`src/rtl/hilo_pkg.sv`:
```
// hilo_pkg: op codes and default sizes for the HI/LO register unit
package hilo_pkg;
    localparam int HILO_OPW   = 3;
    localparam int HILO_WIDTH = 32;
    localparam logic [HILO_OPW-1:0] HILO_NOP     = 3'b000;
    localparam logic [HILO_OPW-1:0] HILO_WHI     = 3'b001;
    localparam logic [HILO_OPW-1:0] HILO_WLO     = 3'b010;
    localparam logic [HILO_OPW-1:0] HILO_WBOTH   = 3'b011;
    localparam logic [HILO_OPW-1:0] HILO_ACC_ADD = 3'b100;
    localparam logic [HILO_OPW-1:0] HILO_ACC_SUB = 3'b101;
endpackage

```
`src/rtl/hilo_addsub.sv`:
```
// hilo_addsub: combinational double-width add/subtract, carry out of the top discarded
module hilo_addsub #(
    parameter int W2 = 64
) (
    input  logic [W2-1:0] a,
    input  logic [W2-1:0] b,
    input  logic          sub,
    output logic [W2-1:0] y
);
    assign y = sub ? a - b : a + b;
endmodule

```
`src/rtl/hilo_acc.sv`:
```
// hilo_acc: HI/LO special registers with a two-stage issue/commit pipeline and flush
module hilo_acc
    import hilo_pkg::*;
#(
    parameter int WIDTH = HILO_WIDTH
) (
    input  logic                clk,
    input  logic                reset,
    input  logic                valid_i,
    input  logic [HILO_OPW-1:0] op_i,
    input  logic [WIDTH-1:0]    hi_i,
    input  logic [WIDTH-1:0]    lo_i,
    input  logic                flush_i,
    output logic [WIDTH-1:0]    hi_o,
    output logic [WIDTH-1:0]    lo_o,
    output logic                pending_o
);
    logic                s1_valid;
    logic [HILO_OPW-1:0] s1_op;
    logic [WIDTH-1:0]    s1_hi, s1_lo;
    logic                accept, commit, wr_hi, wr_lo, is_acc;
    logic [2*WIDTH-1:0]  acc_y;
    logic [WIDTH-1:0]    nxt_hi, nxt_lo;
    // codes 110/111 behave as NOP and never occupy stage 1
    assign accept = valid_i && !flush_i && op_i inside {HILO_WHI, HILO_WLO, HILO_WBOTH, HILO_ACC_ADD, HILO_ACC_SUB};
    assign commit = s1_valid && !flush_i;
    assign pending_o = s1_valid;
    assign wr_hi  = s1_op == HILO_WHI || s1_op == HILO_WBOTH;
    assign wr_lo  = s1_op == HILO_WLO || s1_op == HILO_WBOTH;
    assign is_acc = s1_op == HILO_ACC_ADD || s1_op == HILO_ACC_SUB;
    hilo_addsub #(.W2(2*WIDTH)) u_addsub (
        .a   ({hi_o, lo_o}),
        .b   ({s1_hi, s1_lo}),
        .sub (s1_op == HILO_ACC_SUB),
        .y   (acc_y)
    );
    always_comb begin
        nxt_hi = wr_hi ? s1_hi : is_acc ? acc_y[2*WIDTH-1:WIDTH] : hi_o;
        nxt_lo = wr_lo ? s1_lo : is_acc ? acc_y[WIDTH-1:0] : lo_o;
    end
    always_ff @(posedge clk) begin
        if (!reset) begin
            s1_valid <= 1'b0;
            hi_o     <= '0;
            lo_o     <= '0;
        end else begin
            s1_valid <= accept;
            if (commit) begin
                hi_o <= nxt_hi;
                lo_o <= nxt_lo;
            end
        end
    end
    always_ff @(posedge clk) begin
        if (accept) begin
            s1_op <= op_i;
            s1_hi <= hi_i;
            s1_lo <= lo_i;
        end
    end
endmodule

```
`config.mk`:
```
export PLATFORM = sky130hd
export DESIGN_NAME = hilo_acc
export DESIGN_NICKNAME = d
export VERILOG_FILES = /design/src/rtl/hilo_pkg.sv /design/src/rtl/hilo_addsub.sv /design/src/rtl/hilo_acc.sv
export SDC_FILE = /design/constraint.sdc
export NUM_CORES = 1
export LEC_CHECK = 0
export BUFFER_PORTS_ARGS = -buffer_cell sky130_fd_sc_hd__buf_2
export CAP_MARGIN = 20
export CORE_UTILIZATION = 45
export CTS_CLUSTER_SIZE = 10
export DETAILED_ROUTE_END_ITERATION = 6
export HOLD_SLACK_MARGIN = 0.1
export PLACE_DENSITY = 0.63
export SLEW_MARGIN = 20
export SYNTH_ARGS = -nofsm -noshare
export SYNTH_HDL_FRONTEND = slang
export SYNTH_SLANG_ARGS = --single-unit
```
`constraint.sdc`:
```
create_clock -name clk -period 22.6 [get_ports clk]
set_input_delay 3.39 -clock clk [delete_from_list [all_inputs] [get_ports clk]]
set_output_delay 3.39 -clock clk [all_outputs]
set_load 0.02 [all_outputs]
```
After elaboration in Yosys (flattened, before gate mapping)
Index checks and enable logic that the tools add are counted.

Add/subtract/negate cells: 2. Eq/ne operators: 10. Multiplexer cells: 5. Reductions and logical operators: 12.

Operators with widths (count): $mux W32 (4); $add A64 B64 Y64 (1); $mux W64 (1); $sub A64 B64 Y64 (1); $eq A3 B2 Y1 const B (4); $eq A3 B3 Y1 const B (4); $eq A3 B1 Y1 const B (2); $reduce_bool A5 Y1 (1); $reduce_and A2 Y1 (2); $reduce_bool A2 Y1 (2); $logic_and A1 B1 Y1 (3); $logic_or A1 B1 Y1 (3); $logic_not A1 Y1 (1).

Register bits: 132. Input port bits: 71. Output and inout bits: 65. Word-level logic and storage cells: 35.

Depth between registers and ports, before layout
Depth after elaboration: 4. Gate-level depth with buffers: 24. Mapped depth without buffers: 22.

Modules after synthesis
From an unflattened synthesis, not the netlist that was laid out.

Cells, all modules: 1223. Area total of the unflattened synthesis: 10552.6 um^2.

By module, submodules not included: hilo_addsub (times used 1, cells an instance 848, area an instance 5512.8 um^2, seq. area each 0.0 um^2); hilo_acc (times used 1, cells an instance 375, area an instance 5039.8 um^2, seq. area each 3313.2 um^2).

Worst setup path before layout
No wires, ideal clock.

Path kind: input port to flip-flop. Start: input op_i[1]. End: register s1_hi[0], enable pin. Setup time: 854 ps. Data arrival time: 13947 ps. Data required time: 21746 ps. Path slack: 7799 ps. Stages on the path: 2. Buffers on the path: 0. Path through: nor3_1 -> a2111oi_0.

Word-level cells in the longest chain between the ends: 3. Elaborated cells between the ends (all ways): 7. Those cells by class: eq/ne (5); reduce/logical (2).

RTL lines: start: declaration (line hilo_acc.sv:10) `input logic [HILO_OPW-1:0] op_i,`; $eq A3 B1 Y1, or another cell as far along (line hilo_acc.sv:25) `assign accept = valid_i && !flush_i && op_i inside {HILO_WHI, HILO_WLO, HILO_WBOTH, HILO_ACC_ADD, HILO_ACC_SUB ...`; $reduce_bool A5 Y1 * (line hilo_acc.sv:25); $logic_and A1 B1 Y1 * (line hilo_acc.sv:25); named net accept (line hilo_acc.sv:21) `logic accept, commit, wr_hi, wr_lo, is_acc;`; end signal: assignment (line hilo_acc.sv:57) `s1_hi <= hi_i;`; end: declaration (line hilo_acc.sv:20) `logic [WIDTH-1:0] s1_hi, s1_lo;`.

The timed path passes the listed nets; every way through them passes the cells marked *. A chain may end at the register's enable or synchronous reset.

Final worst setup path
Start: register s1_lo[4]. End: register hi_o[27].

Word-level cells in the longest chain between the ends: 4. Elaborated cells between the ends (all ways): 5. Those cells by class: add/sub (2); mux (3).

RTL lines: start: declaration (line hilo_acc.sv:20); start signal: assignment (line hilo_acc.sv:58) `s1_lo <= lo_i;`; $add A64 B64 Y64 or $sub A64 B64 Y64 (tied branches) (line hilo_addsub.sv:10) `assign y = sub ? a - b : a + b;`; $mux W64 * (line hilo_addsub.sv:10); $mux W32 * (2 in series) (line hilo_acc.sv:38) `nxt_hi = wr_hi ? s1_hi : is_acc ? acc_y[2*WIDTH-1:WIDTH] : hi_o;`; end signal: assignment (line hilo_acc.sv:49) `hi_o <= nxt_hi;`; end: declaration (line hilo_acc.sv:14) `output logic [WIDTH-1:0] hi_o,`.

Mark *: on every way between the ends. The rest lies on a longest branch, timed or not. The select of a mux whose other input is x is not followed.

==> out/qor.yml <==
run_status:
  status: "finished clean"
place:
  dp.final_hpwl_um: 22710
  gp_congestion: 0.9424
  port_buffers: 135
  placed_cell_area_um2: 10920
  dp_cells: 1537
die:
  die_h_um: 151.6
  start_util_pct: 46.00
  die-area_um2: 22980
  rows: 54
  die_w_um: 151.6
  core_um2: 21890
  ios: 136
timing:
  totalNegativeSetupSlack_ps: 0
  setup_viol: 0
  rsz0062_at_grt: "false"
  timing.hold.ws_ps: 487.3
  finalHoldViolations: 0
  tightest_slew_ps: 1011
  slew_viol_final: 0
  finClkSkew_ps: 8.499
  clock.fmax_mhz: 178.6
  relSlewSlack_pct: 32.38
  post-route-period-util_pct: 24.77
  layout_min_cycle_time_ps: 5598
job:
  cap_violations: 0
grt:
  overflow: 0
  grt_pass1_wl_um: 48380
  grt_max_degree: 69
  antenna_found_initial: 0
  grt_pass1_vias: 8848
  track_usage_pct: 27.55
worst_hold_path:
  min_to: "lo_o[2]$_SDFFE_PN0P_"
  hold_class: "flip-flop to flip-flop"
  hold-path-cell-count: 2
  worstHoldStart: "lo_o[2]$_SDFFE_PN0P_"
setup_path:
  r2r-end: "hi_o[27]$_SDFFE_PN0P_"
  critical_path_class: "flip-flop to flip-flop"
  critPathArrivalTime_ps: 5950
  r2r-start: "s1_lo[4]$_DFFE_PP_"
  crit_fanout: 10
  endpoint_kind: "flip-flop"
  worst-path-buf-inv: 0
  cp_cell_sequence: "or3_1, nor4_2, nand2_1, nor3_2, nand3b_1, nor2_1, and3_1, nor2_1, xnor2_1, ha_1, nand4_1, or4_1, o21ai_2, a21oi_1, or4_1, a41oi_1"
  crit_path_start_kind: "flip-flop"
  crit_family: "simple AND/OR/NAND/NOR gates"
  crit_required_ps: 22950
  ff2ff_path_depth: 16
  r2r_slack_ps: 17000
  crit_slowest_cell: "or4_1"
  cp_slowest_stage_delay_ps: 510
finish:
  syn2layout_area_growth_pct: 15.18
  num_antenna_cells: 0
  nNetsFinal: 1412
  nFillCells: 2115
  post-route-util_pct: 52.99
  drive_gt1_share_pct: 15.75
  final_cell_mix: "a21oi_1 (139), buf_2 (135), nand2_1 (127)"
  final_common_cell: "a21oi_1"
  fin_area_um2: 11600
  fin_cells: 1569
routing:
  vias: 9539
  drc: 0
  drt.antenna.violating_nets: 0
  routed_wl_um: 31060
  avgViaCountPerCell: 6.080
  first_pass_iters: 5
  wl_per_cell_um: 19.80
  drtIter0Drc: 866
clock_tree:
  post-cts-setup-buffers: 0
  cts_buffers: 17
  clockBufferDepth: 2
  htree_num_levels: 4
  root_buffer: "clkbuf_16"
  post_cts_resized: 0
  path_clk_slew_ps: 60
  clock_sinks: 132
  clk_latency_ps: 440
  cts_tree: "built"
  hold_buffers: 0
synth:
  syn_nets: 1321
  synth.top_cell.area_share_pct: 19.98
  async_reset_ff_share_pct: 0
  syn-instance-count: 1185
  ys_seq_area_share_pct: 32.90
  syn_avg_cell_area_um2: 8.499
  synth-seq-cells: 132
  syn-cell-area_um2: 10070
  synth_enable_flop_cells: 67
  synth.area.top_cells: "edfxtp_1 (20%), dfxtp_1 (13%), ha_1 (8.0%), a21oi_1 (7.0%), xnor2_1 (5.7%)"
  yosysTopAreaCell: "edfxtp_1"
  ys_types: 75
  yosysWarnings: 0
  synth_flop_cell: "edfxtp_1"
power:
  powerDensity_nw_per_um2: 62.72
  ir_drop_mv: 0.05952
  leakage_nw: 5.194
stage by stage:
stage | worst slack, ps | total power [W]
floorplan | 7799 | 0.0003683
global placement | 16930 | 0.0004032
detailed placement | 16900 | 0.0004030
CTS | 17100 | 0.0007307
global route | 16580 | 0.0007546
finish | 17000 | 0.0007276
cells by family (layout without fill, tap and decap cells):
group	after synthesis	in the layout	share of synthesized area, %
AO/OA/AOI/OAI	425	425	27.74
AND/OR/NAND/NOR	348	348	17.07
flip-flops	132	132	32.90
XOR/XNOR	118	118	10.34
buffers and inverters	95	199	3.603
adder cells (fa/ha/maj)	65	65	8.150
multiplexers	2	2	0.1988
cells in the mapped netlist (12+ instances only):
| master | instances |
|---|---|
| a21oi_1 | 141 |
| or3_1 | 21 |
| nor3_1 | 23 |
| o21bai_1 | 18 |
| edfxtp_1 | 67 |
| xnor2_1 | 66 |
| ha_1 | 64 |
| a31oi_1 | 12 |
| xor2_1 | 51 |
| a21o_1 | 37 |
| inv_1 | 24 |
| o21ai_0 | 72 |
| nor2b_1 | 12 |
| nor2_1 | 68 |
| o211a_1 | 28 |
| nand2_1 | 127 |
| dfxtp_1 | 65 |
| nand4_1 | 25 |
| clkbuf_1 | 64 |
| o31ai_1 | 12 |
| nand3_1 | 14 |
| o211ai_1 | 44 |
final cells by class:
cell class	instances	area [µm²]	area share, %
inverter	24	90.09	0.7766
tap	280	350.3	3.020
multi-input combinational	958	6429	55.42
clock inverter	12	225.2	1.942
clock buffer	20	456.7	3.937
timing repair buffer	143	735.7	6.342
sequential	132	3313	28.56
worst max-delay path by stage:
stage	from	endpoint	depth (start not counted)
floorplan	op_i[1]	s1_hi[0]$_DFFE_PP_	2
global placement	flush_i	hi_o[29]$_SDFFE_PN0P_	7
detailed placement	flush_i	hi_o[29]$_SDFFE_PN0P_	7
CTS	s1_lo[4]$_DFFE_PP_	hi_o[27]$_SDFFE_PN0P_	16
global route	s1_lo[0]$_DFFE_PP_	hi_o[19]$_SDFFE_PN0P_	21
finish	s1_lo[4]$_DFFE_PP_	hi_o[27]$_SDFFE_PN0P_	16
sequential cells by signal, indices dropped and copies added, names as in the netlist:
signal	flops
hi_o	32
lo_o	32
s1_hi	32
s1_lo	32
s1_op	3
pending_o	1
power by group:
group          leakage [nW]  internal [W]  switching (W)
clock network         0.324      0.000213       0.000113
registers              1.14      0.000263      0.0000136
logic                  3.73     0.0000466      0.0000778
total                  5.19      0.000523       0.000205
worst reg2reg max path: cells and delay by family, from the launching register on:
family | cells | cell delay [ps]
AND/OR/NAND/NOR | 11 | 3690
adder cells (fa/ha/maj) | 1 | 500
AO/OA/AOI/OAI | 3 | 740
flip-flops | 1 | 430
XOR/XNOR | 1 | 160
per-layer routing:
layer	routed length, µm	global-route usage [%]
met1	14460	38.94
met2	13920	42.37
met3	2027	4.162
met4	651	9.901
met5	0	0
(Power assumes the default switching activity.)
